==> src/rtl/vm_pkg.sv <==
// Shared voting-machine types: ballot FSM states, candidate count and index type.
package vm_pkg;

  localparam int NUM_CANDIDATES = 3;

  // Zero-based candidate index (0 -> candidate 1).
  typedef logic [1:0] cand_idx_t;

  typedef enum logic [1:0] {
    IDLE  = 2'd0,
    ARMED = 2'd1,
    CAST  = 2'd2,
    DONE  = 2'd3
  } ballot_state_t;

  function automatic logic [NUM_CANDIDATES-1:0] cand_onehot(input cand_idx_t idx);
    return NUM_CANDIDATES'(1) << idx;
  endfunction

endpackage

==> src/rtl/ballot_unit_if.sv <==
// Panel-key inputs and vote/status outputs of the ballot unit.
interface ballot_unit_if;

  logic i_ballot_en;
  logic i_button_1;
  logic i_button_2;
  logic i_button_3;
  logic i_over;
  logic o_candidate_1;
  logic o_candidate_2;
  logic o_candidate_3;
  logic o_ready;
  logic o_vote_cast;
  logic o_error;

  modport slave (
    input  i_ballot_en, i_button_1, i_button_2, i_button_3, i_over,
    output o_candidate_1, o_candidate_2, o_candidate_3, o_ready, o_vote_cast, o_error
  );

  modport master (
    output i_ballot_en, i_button_1, i_button_2, i_button_3, i_over,
    input  o_candidate_1, o_candidate_2, o_candidate_3, o_ready, o_vote_cast, o_error
  );

endinterface

==> src/rtl/key_debounce.sv <==
// One raw key: 2-flop synchronizer, stability-count debouncer and rising-edge detect.
module key_debounce #(
  parameter int DEBOUNCE_CYCLES = 16
) (
  input  logic clk,
  input  logic rst_n,
  input  logic raw,
  output logic lvl,
  output logic rise
);

  localparam int CNT_W = $clog2(DEBOUNCE_CYCLES + 1);
  localparam logic [CNT_W-1:0] CNT_LAST = CNT_W'(DEBOUNCE_CYCLES - 1);

  logic             sync_p0;
  logic             sync_p1;
  logic [CNT_W-1:0] stable_cnt;
  logic             lvl_q;

  // p0/p1: synchronizer; the counter only advances on samples that disagree with lvl
  always_ff @(posedge clk or negedge rst_n) begin
    if (!rst_n) begin
      sync_p0    <= 1'b0;
      sync_p1    <= 1'b0;
      stable_cnt <= '0;
      lvl        <= 1'b0;
      lvl_q      <= 1'b0;
    end else begin
      sync_p0 <= raw;
      sync_p1 <= sync_p0;
      lvl_q   <= lvl;
      if (sync_p1 == lvl) begin
        stable_cnt <= '0;
      end else if (stable_cnt == CNT_LAST) begin
        lvl        <= sync_p1;
        stable_cnt <= '0;
      end else begin
        stable_cnt <= stable_cnt + 1'b1;
      end
    end
  end

  assign rise = lvl & ~lvl_q;

endmodule

==> src/rtl/ballot_unit.sv <==
// Voter-side front end: debounces the panel keys and releases exactly one
// registered, one-cycle candidate strobe per armed ballot.
module ballot_unit
  import vm_pkg::*;
#(
  parameter int DEBOUNCE_CYCLES = 16
) (
  input  logic           clk,
  input  logic           rst_n,
  ballot_unit_if.slave   bus
);

  logic                      en_rise;
  logic                      unused_en_lvl;
  logic [NUM_CANDIDATES-1:0] cand_lvl;
  logic [NUM_CANDIDATES-1:0] cand_rise;

  ballot_state_t state_q, state_d;
  cand_idx_t     sel_q, sel_d;
  logic          err_d;

  function automatic logic [1:0] count_high(input logic [NUM_CANDIDATES-1:0] v);
    return {1'b0, v[0]} + {1'b0, v[1]} + {1'b0, v[2]};
  endfunction

  function automatic cand_idx_t first_high(input logic [NUM_CANDIDATES-1:0] v);
    if (v[0])      return 2'd0;
    else if (v[1]) return 2'd1;
    else           return 2'd2;
  endfunction

  key_debounce #(.DEBOUNCE_CYCLES(DEBOUNCE_CYCLES)) u_key_en (
    .clk(clk), .rst_n(rst_n), .raw(bus.i_ballot_en), .lvl(unused_en_lvl), .rise(en_rise)
  );
  key_debounce #(.DEBOUNCE_CYCLES(DEBOUNCE_CYCLES)) u_key_1 (
    .clk(clk), .rst_n(rst_n), .raw(bus.i_button_1), .lvl(cand_lvl[0]), .rise(cand_rise[0])
  );
  key_debounce #(.DEBOUNCE_CYCLES(DEBOUNCE_CYCLES)) u_key_2 (
    .clk(clk), .rst_n(rst_n), .raw(bus.i_button_2), .lvl(cand_lvl[1]), .rise(cand_rise[1])
  );
  key_debounce #(.DEBOUNCE_CYCLES(DEBOUNCE_CYCLES)) u_key_3 (
    .clk(clk), .rst_n(rst_n), .raw(bus.i_button_3), .lvl(cand_lvl[2]), .rise(cand_rise[2])
  );

  // A rise only opens the ambiguity check; the decision uses every held level,
  // so a second key already down also makes the press ambiguous.
  always_comb begin
    state_d = state_q;
    sel_d   = sel_q;
    err_d   = 1'b0;
    case (state_q)
      IDLE: begin
        if (en_rise && !bus.i_over) state_d = ARMED;
      end
      ARMED: begin
        if (bus.i_over) begin
          state_d = IDLE;
        end else if (|cand_rise) begin
          if (count_high(cand_lvl) == 2'd1) begin
            state_d = CAST;
            sel_d   = first_high(cand_lvl);
          end else begin
            err_d = 1'b1;
          end
        end
      end
      CAST: state_d = DONE;
      DONE: begin
        if (cand_lvl == '0) state_d = IDLE;
      end
      default: state_d = IDLE;
    endcase
  end

  // Outputs are registered from the next state so they line up with the state they describe.
  always_ff @(posedge clk or negedge rst_n) begin
    if (!rst_n) begin
      state_q           <= IDLE;
      sel_q             <= '0;
      bus.o_ready       <= 1'b0;
      bus.o_vote_cast   <= 1'b0;
      bus.o_error       <= 1'b0;
      bus.o_candidate_1 <= 1'b0;
      bus.o_candidate_2 <= 1'b0;
      bus.o_candidate_3 <= 1'b0;
    end else begin
      state_q         <= state_d;
      sel_q           <= sel_d;
      bus.o_ready     <= (state_d == ARMED);
      bus.o_vote_cast <= (state_d == DONE);
      bus.o_error     <= err_d;
      {bus.o_candidate_3, bus.o_candidate_2, bus.o_candidate_1} <=
        (state_d == CAST) ? cand_onehot(sel_d) : '0;
    end
  end

endmodule
==> src/flat_wrapper.sv <==
// flat-port wrapper written by rule: the top's interface ports become plain ports
module ballot_unit_flat import vm_pkg::*;
#(
  parameter int DEBOUNCE_CYCLES = 16
)
  (clk, rst_n, bus_i_ballot_en, bus_i_button_1, bus_i_button_2, bus_i_button_3, bus_i_over, bus_o_candidate_1, bus_o_candidate_2, bus_o_candidate_3, bus_o_ready, bus_o_vote_cast, bus_o_error);
  ballot_unit_if bus_i ();
  input  logic clk;
  input  logic rst_n;
  input wire logic [$bits(bus_i.i_ballot_en)-1:0] bus_i_ballot_en;
  input wire logic [$bits(bus_i.i_button_1)-1:0] bus_i_button_1;
  input wire logic [$bits(bus_i.i_button_2)-1:0] bus_i_button_2;
  input wire logic [$bits(bus_i.i_button_3)-1:0] bus_i_button_3;
  input wire logic [$bits(bus_i.i_over)-1:0] bus_i_over;
  output wire logic [$bits(bus_i.o_candidate_1)-1:0] bus_o_candidate_1;
  output wire logic [$bits(bus_i.o_candidate_2)-1:0] bus_o_candidate_2;
  output wire logic [$bits(bus_i.o_candidate_3)-1:0] bus_o_candidate_3;
  output wire logic [$bits(bus_i.o_ready)-1:0] bus_o_ready;
  output wire logic [$bits(bus_i.o_vote_cast)-1:0] bus_o_vote_cast;
  output wire logic [$bits(bus_i.o_error)-1:0] bus_o_error;
  assign bus_i.i_ballot_en = bus_i_ballot_en;
  assign bus_i.i_button_1 = bus_i_button_1;
  assign bus_i.i_button_2 = bus_i_button_2;
  assign bus_i.i_button_3 = bus_i_button_3;
  assign bus_i.i_over = bus_i_over;
  assign bus_o_candidate_1 = bus_i.o_candidate_1;
  assign bus_o_candidate_2 = bus_i.o_candidate_2;
  assign bus_o_candidate_3 = bus_i.o_candidate_3;
  assign bus_o_ready = bus_i.o_ready;
  assign bus_o_vote_cast = bus_i.o_vote_cast;
  assign bus_o_error = bus_i.o_error;
  ballot_unit #(.DEBOUNCE_CYCLES(DEBOUNCE_CYCLES)) u_core (.clk(clk), .rst_n(rst_n), .bus(bus_i));
endmodule
==> config.mk <==
export PLATFORM = sky130hd
export DESIGN_NAME = ballot_unit_flat
export DESIGN_NICKNAME = d
export VERILOG_FILES = /design/src/rtl/vm_pkg.sv /design/src/rtl/ballot_unit_if.sv /design/src/rtl/key_debounce.sv /design/src/rtl/ballot_unit.sv /design/src/flat_wrapper.sv
export SDC_FILE = /design/constraint.sdc
export NUM_CORES = 1
export LEC_CHECK = 0
export CORE_UTILIZATION = 55
export CTS_BUF_LIST = sky130_fd_sc_hd__clkbuf_2
export CTS_CLUSTER_DIAMETER = 150
export DETAILED_ROUTE_END_ITERATION = 10
export MAX_ROUTING_LAYER = met4
export PLACE_DENSITY_LB_ADDON = 0.15
export SYNTH_ARGS = -nofsm -noshare
export SYNTH_HDL_FRONTEND = slang
export SYNTH_HIERARCHICAL = 1
export SYNTH_SLANG_ARGS = --single-unit
==> constraint.sdc <==
create_clock -name clk -period 2.5 [get_ports clk]
set_input_delay 0.375 -clock clk [delete_from_list [all_inputs] [get_ports clk]]
set_output_delay 0.375 -clock clk [all_outputs]
set_load 0.005 [all_outputs]
==> flow_summary.ini, run 1 <==
[routing]
drtIter0Drc = 29
drt_pre_antenna_iters = 3
ant_nets = 0
drc = 0
vias_per_cell = 5.26
routed_wl_um = 2180
wl_per_cell_um = 12.2
dr_total_vias = 941

[cts]
postCtsSetupBuffers = 0
cts_tree = built
path_clk_slew_ps = 200
post_cts_resized = 0
cts_root_buf = clkbuf_2
ctsHtreeMaxLevel = 2
numCtsBuffers = 5
postCtsHoldBufs = 0
clk_latency_ps = 390
cts_sinks = 44
clockBufferDepth = 2

[sta]
setup_viol = 0
finalHoldViolations = 0
maxSlewHeadroom_pct = 38.4
min_period_ps = 1700
fin_crit_sh_pct = 67.9
worstMarginPinSlew_ps = 924
setup_tns_ps = 0
skew_ps = 9.05
rsz0062_at_grt = no
fmax_mhz = 589
slew_violations = 0

[grt]
grt_pass1_vias = 947
grt-ovfl-total = 0
antenna_found_initial = 0
grt_pass1_wl_um = 4050
grt_max_degree = 45
grt_usage_pct = 17.2

[floorplanning]
core_area_um2 = 2850
fp-row-count = 19
dieArea_um2 = 3330
die_w_um = 57.7
ios = 13
initial_core_util_pct = 59.8
die_y_um = 57.7

[layout]
drive_gt1_share_pct = 16.9
num-fill-cells = 228
layout.cells.non_filler = 179
syn_to_final_growth_pct = 11.3
nets = 159
multi_input_comb_area_um2 = 579
diodes = 0
ff_latch_area_um2 = 1100

[synth]
synth_top_family_by_area = simple AND/OR/NAND/NOR gates
synth_fa_ha_area_share_pct = 4.11
synth_top_area_cell = dfrtp_1
synthCells = 128
synth_top_flop_cell = dfrtp_1
synth_top_area_share_pct = 64.5
synth.area.mux_share_pct = 2.64
ys_top_cells_by_area = dfrtp_1 (65%), xor2_1 (6.2%), nor2_1 (3.3%)
syn_area_um2 = 1710
synth_common_cells = dfrtp_1 (44), nor2_1 (15), xor2_1 (12), inv_1 (7), nor2b_1 (7)
synth-compound-area-share_pct = 3.52
synth-simple-area-share_pct = 17.5
ys_seq_area_share_pct = 64.5
synth_edf_count = 0
syn_area_per_cell_um2 = 13.3
synth_xor_xnor_area_share_pct = 6.16
synthesis.nets = 140
yosysMostFrequentCell = dfrtp_1
ys_warn_count = 6
yosysUniqueCellTypes = 22
async_reset_ff_share_pct = 100
ys_ff_latch = 44

[status]
status = finished clean

[place]
gp_congestion = 0.744
io_buffers = 12
place_hpwl_um = 1520
dpl.cell_count = 171

[critical_path]
slowest_stage = fa_1
timing.critical_path.from_type = flop
cp.required_ps = 2770
worstSetupEndpointType = flop
rrSetupSlack_ps = 800
crit_path_max_incr_delay_ps = 550
r2r-end = u_core/state_q[0]
worstPathMaxFanout = 9
reg2regPathDepth = 4
criticalPathCategory = flop to flop
worst-endpoint-arrival_ps = 1970
rr_startpoint = u_core/u_key_1/lvl
crit_chain = fa_1, nor2b_1, and3_4, o41ai_2

[worst_hold_path]
hp-class = input port to asynchronous set/reset pin

[power]
power_density_nw_per_um2 = 574
p_leak_uw = 0.000992
vdd_ir_drop_max_uv = 382

[job]
drv_cap = 0
-- per-layer routing --
layer | vias to the layer above | global-route usage, % | wire (µm)
li1 | 457 | - | -
met1 | 462 | 21.6 | 1080
met2 | 16 | 24.9 | 958
met3 | 6 | 6.70 | 108
met4 | 0 | 7.48 | 42
met5 | - | - | 0
-- worst max-delay path: cells and delay by family, from the launching register on --
family | cells | cell delay (ps)
fa+ha+maj | 1 | 550
flops | 1 | 520
simple gates | 2 | 450
compound gates | 1 | 70
-- through the flow --
| step | worst slack (ps) | power, µW | utilization [%] | instance area [µm²] | hold slack, ps |
|---|---|---|---|---|---|
| finish | 803 | 1090 | 66.6 | 1900 | 89.9 |
| global route | 714 | 1150 | 66.6 | 1900 | 121 |
| CTS | 787 | 1110 | 66.6 | 1900 | 105 |
| detailed placement | 794 | 823 | 65.2 | 1860 | 335 |
| global placement | 843 | 819 | 65.2 | 1860 | 332 |
| floorplan | 886 | 792 | - | 1710 | 79.4 |
-- kinds of logic after synthesis --
kind of cell | Yosys count
compound gates | 6
xor+xnor | 12
fa+ha+maj | 5
buf+inv | 7
flops | 44
mux | 4
simple gates | 50
-- flip-flops by register name (all words and copies together), names as in the netlist, 2 cells and up --
| signal | count |
|---|---|
| u_core/u_key_en/stable_cnt | 5 |
| u_core/u_key_1/stable_cnt | 5 |
| u_core/state_q | 2 |
| u_core/u_key_3/stable_cnt | 5 |
| u_core/u_key_2/stable_cnt | 5 |
-- layout by cell type (no fill, tap or decap) --
| master | Yosys | routed |
|---|---|---|
| o21ai_2 | 4 | 4 |
| nand3_1 | 4 | 4 |
| nor3b_2 | 1 | 1 |
| o41ai_1 | 1 | 1 |
| dfrtp_1 | 44 | 44 |
| nor2_1 | 15 | 15 |
| o41ai_2 | 1 | 1 |
| nor4_1 | 1 | 1 |
| or3_4 | 1 | 1 |
| xor2_1 | 12 | 12 |
| and3_1 | 4 | 4 |
| clkdlybuf4s50_1 | 0 | 11 |
| clkbuf_2 | 0 | 7 |
| nand2_1 | 2 | 2 |
| nor2b_1 | 7 | 7 |
| fa_1 | 1 | 1 |
| nor3_1 | 1 | 1 |
| buf_2 | 0 | 1 |
| clkinv_1 | 0 | 1 |
| and2_1 | 4 | 4 |
| nor2_2 | 4 | 4 |
| ha_1 | 4 | 4 |
| and3_4 | 1 | 1 |
| mux2_1 | 4 | 4 |
| inv_1 | 7 | 7 |
| nand3_2 | 5 | 5 |
-- worst max path at each step --
stage | startpoint | to | slack [ps] | cells after the start
finish | u_core/u_key_1/lvl | u_core/state_q[0] | 800 | 4
global route | u_core/u_key_1/lvl | u_core/state_q[0] | 710 | 4
CTS | u_core/u_key_1/lvl | u_core/state_q[0] | 790 | 4
detailed placement | u_core/u_key_1/lvl | u_core/state_q[0] | 790 | 4
global placement | u_core/u_key_1/lvl | u_core/state_q[0] | 840 | 4
floorplan | u_core/u_key_1/lvl | u_core/state_q[0] | 890 | 4
-- power breakdown --
group / switching (µW) / total, µW / internal [µW] / leakage (µW)
Combinational: 34.1 / 58.8 / 24.6 / 0.000375
Sequential: 14.8 / 749 / 735 / 0.000586
Clock: 207 / 282 / 75.0 / 0.0000306
-- cell type report --
class / instances / area share (%)
tap: 31 / 2.04
inverter: 7 / 1.38
clock buffer: 7 / 1.84
clock inverter: 1 / 0.198
sequential: 44 / 58.0
multi-input combinational: 77 / 30.5
timing repair buffer: 12 / 6.06
Power figures use the tool's default switching activity.
==> run 2, diff against run 1 <==
--- a/config.mk
+++ b/config.mk
@@ -5,7 +5,7 @@
 export SDC_FILE = /design/constraint.sdc
 export NUM_CORES = 1
 export LEC_CHECK = 0
-export CORE_UTILIZATION = 55
+export CORE_UTILIZATION = 53
 export CTS_BUF_LIST = sky130_fd_sc_hd__clkbuf_2
 export CTS_CLUSTER_DIAMETER = 150
 export DETAILED_ROUTE_END_ITERATION = 10
==> constraint.sdc (replaced) <==
create_clock -name clk -period 1.4 [get_ports clk]
set_input_delay 0.21 -clock clk [delete_from_list [all_inputs] [get_ports clk]]
set_output_delay 0.21 -clock clk [all_outputs]
set_load 0.005 [all_outputs]
==> run 2 against run 1 <==
Against the previous run: the flow now finishes with violations (setup timing); sequential cell count is the same; combinational power grew 96%; register-to-register slack lost 960 ps; fmax grew 9.0%; clock skew grew 9.1 ps; die area grew 3.6%; first-iteration DRC count shrank 3.4%; critical path type unchanged; largest power group unchanged.
==> flow_summary.ini, run 2 (synthesized netlist as in run 1, its figures left out) <==
[status]
status = finished with violations
violations = setup timing

[floorplanning]
ios = 13
dieArea_um2 = 3450
initial_core_util_pct = 55.9
core_area_um2 = 3050
die_y_um = 58.7
fp-row-count = 20
die_w_um = 58.7

[worst_hold_path]
hold_end = u_core/u_key_en/sync_p0
hp-class = input port to flop
min_from = bus_i_ballot_en
whs_path_depth = 1

[routing]
drt_pre_antenna_iters = 3
wl_per_cell_um = 11.7
drtIter0Drc = 28
dr_total_vias = 990
drc = 0
ant_nets = 0
routed_wl_um = 2370
vias_per_cell = 4.88

[place]
gp_congestion = 0.748
dpl.cell_count = 190
io_buffers = 12
place_hpwl_um = 1600

[critical_path]
worst-endpoint-arrival_ps = 1860
rrSetupSlack_ps = -160
criticalPathCategory = flop to flop
cp.required_ps = 1700
rr_startpoint = u_core/u_key_1/lvl
r2r-end = u_core/state_q[0]
worstPathMaxFanout = 4
worstSetupEndpointType = flop
reg2regPathDepth = 4
timing.critical_path.from_type = flop

[layout]
nets = 170
drive_gt1_share_pct = 23.9
mostFrequentLayoutCell = dfrtp_1
layout_common_cells = dfrtp_1 (43), nor2_1 (15), xor2_1 (12)
layout.cells.non_filler = 203
syn_to_final_growth_pct = 19.7
diodes = 0

[cts]
cts_sinks = 44
ctsHtreeMaxLevel = 2
cts_root_buf = clkbuf_2
path_clk_slew_ps = 210
clk_latency_ps = 390
clockBufferDepth = 2
cts_tree = built
numCtsBuffers = 5

[power]
p_total_uw = 1940
vdd_ir_drop_max_uv = 646
p_leak_uw = 0.00108
power_density_nw_per_um2 = 950

[sta]
fmax_mhz = 642
setup_viol = 7
finalHoldViolations = 0
slew_violations = 0
fin_crit_sh_pct = 111
maxSlewHeadroom_pct = 82.0
skew_ps = 18.1
min_period_ps = 1560
rsz0062_at_grt = yes
worstMarginPinSlew_ps = 267
fin_ws_ps = -157

[grt]
grt_pass1_vias = 998
antenna_found_initial = 0
grt_usage_pct = 18.2
grt-ovfl-total = 0
grt_pass1_wl_um = 4370
grt_max_degree = 45

[job]
drv_cap = 0
-- run 2: critical path, stage by stage (launching register included) --
cell     delay, ps
dfrtp_2        480
fa_1           470
nor2b_4        140
and3_4         170
o41ai_4        190
-- run 2: final cells by class --
cell class | count | area (µm²)
flip-flops and latches | 44 | 1100
fillers | 247 | 1010
multi-input cells | 77 | 617
repair buffers | 23 | 205
well taps | 44 | 55.1
clock buffers | 6 | 30.0
inverters | 7 | 26.3
clock inverters | 2 | 7.51
-- run 2: what timing repair did --
item | in CTS | in global routing
endpoints found under the setup margin | 12 | 7
endpoints found under the hold margin | 44 | 0
hold buffers | 1 | 0
setup buffers | 3 | 1
gates resized for setup | 9 | 1
pin swaps | 4 | 1
-- run 2: how the worst max path moves through the flow --
stage / endpoint / from
after floorplan: u_core/state_q[0] / u_core/u_key_3/lvl
after global placement: u_core/state_q[0] / u_core/u_key_3/lvl
after detailed placement: u_core/state_q[0] / u_core/u_key_3/lvl
after CTS: u_core/state_q[0] / u_core/u_key_1/lvl
after global routing: u_core/bus.o_candidate_2 / u_core/u_key_1/lvl
final: u_core/state_q[0] / u_core/u_key_1/lvl
-- run 2: report_power, final --
part           leakage (µW)  internal (µW)  total, µW  switching, µW
clock             0.0000281            120        487            367
sequential         0.000584           1310       1340           26.7
combinational      0.000468           52.7        115           62.1
-- run 2: per-stage QoR --
stage | util, % | setup slack (ps) | instance area (µm²) | hold WS (ps) | setup TNS [ps]
after detailed placement | 63.6 | -184 | 1940 | 203 | -485
after global placement | 63.6 | -125 | 1940 | 196 | -239
after CTS | 66.3 | -151 | 2020 | 197 | -790
final | 66.9 | -157 | 2040 | 220 | -873
after floorplan | - | -134 | 1720 | -85.6 | -244
after global routing | 66.9 | -223 | 2040 | 161 | -1300
-- run 2: layer usage --
layer | up-vias | GRT usage, % | part of all wire (%)
met3 | 5 | 6.59 | 4.3
li1 | 479 | - | -
met1 | 489 | 21.8 | 45
met4 | 0 | 7.14 | 1.5
met5 | - | - | 0
met2 | 17 | 28.2 | 49
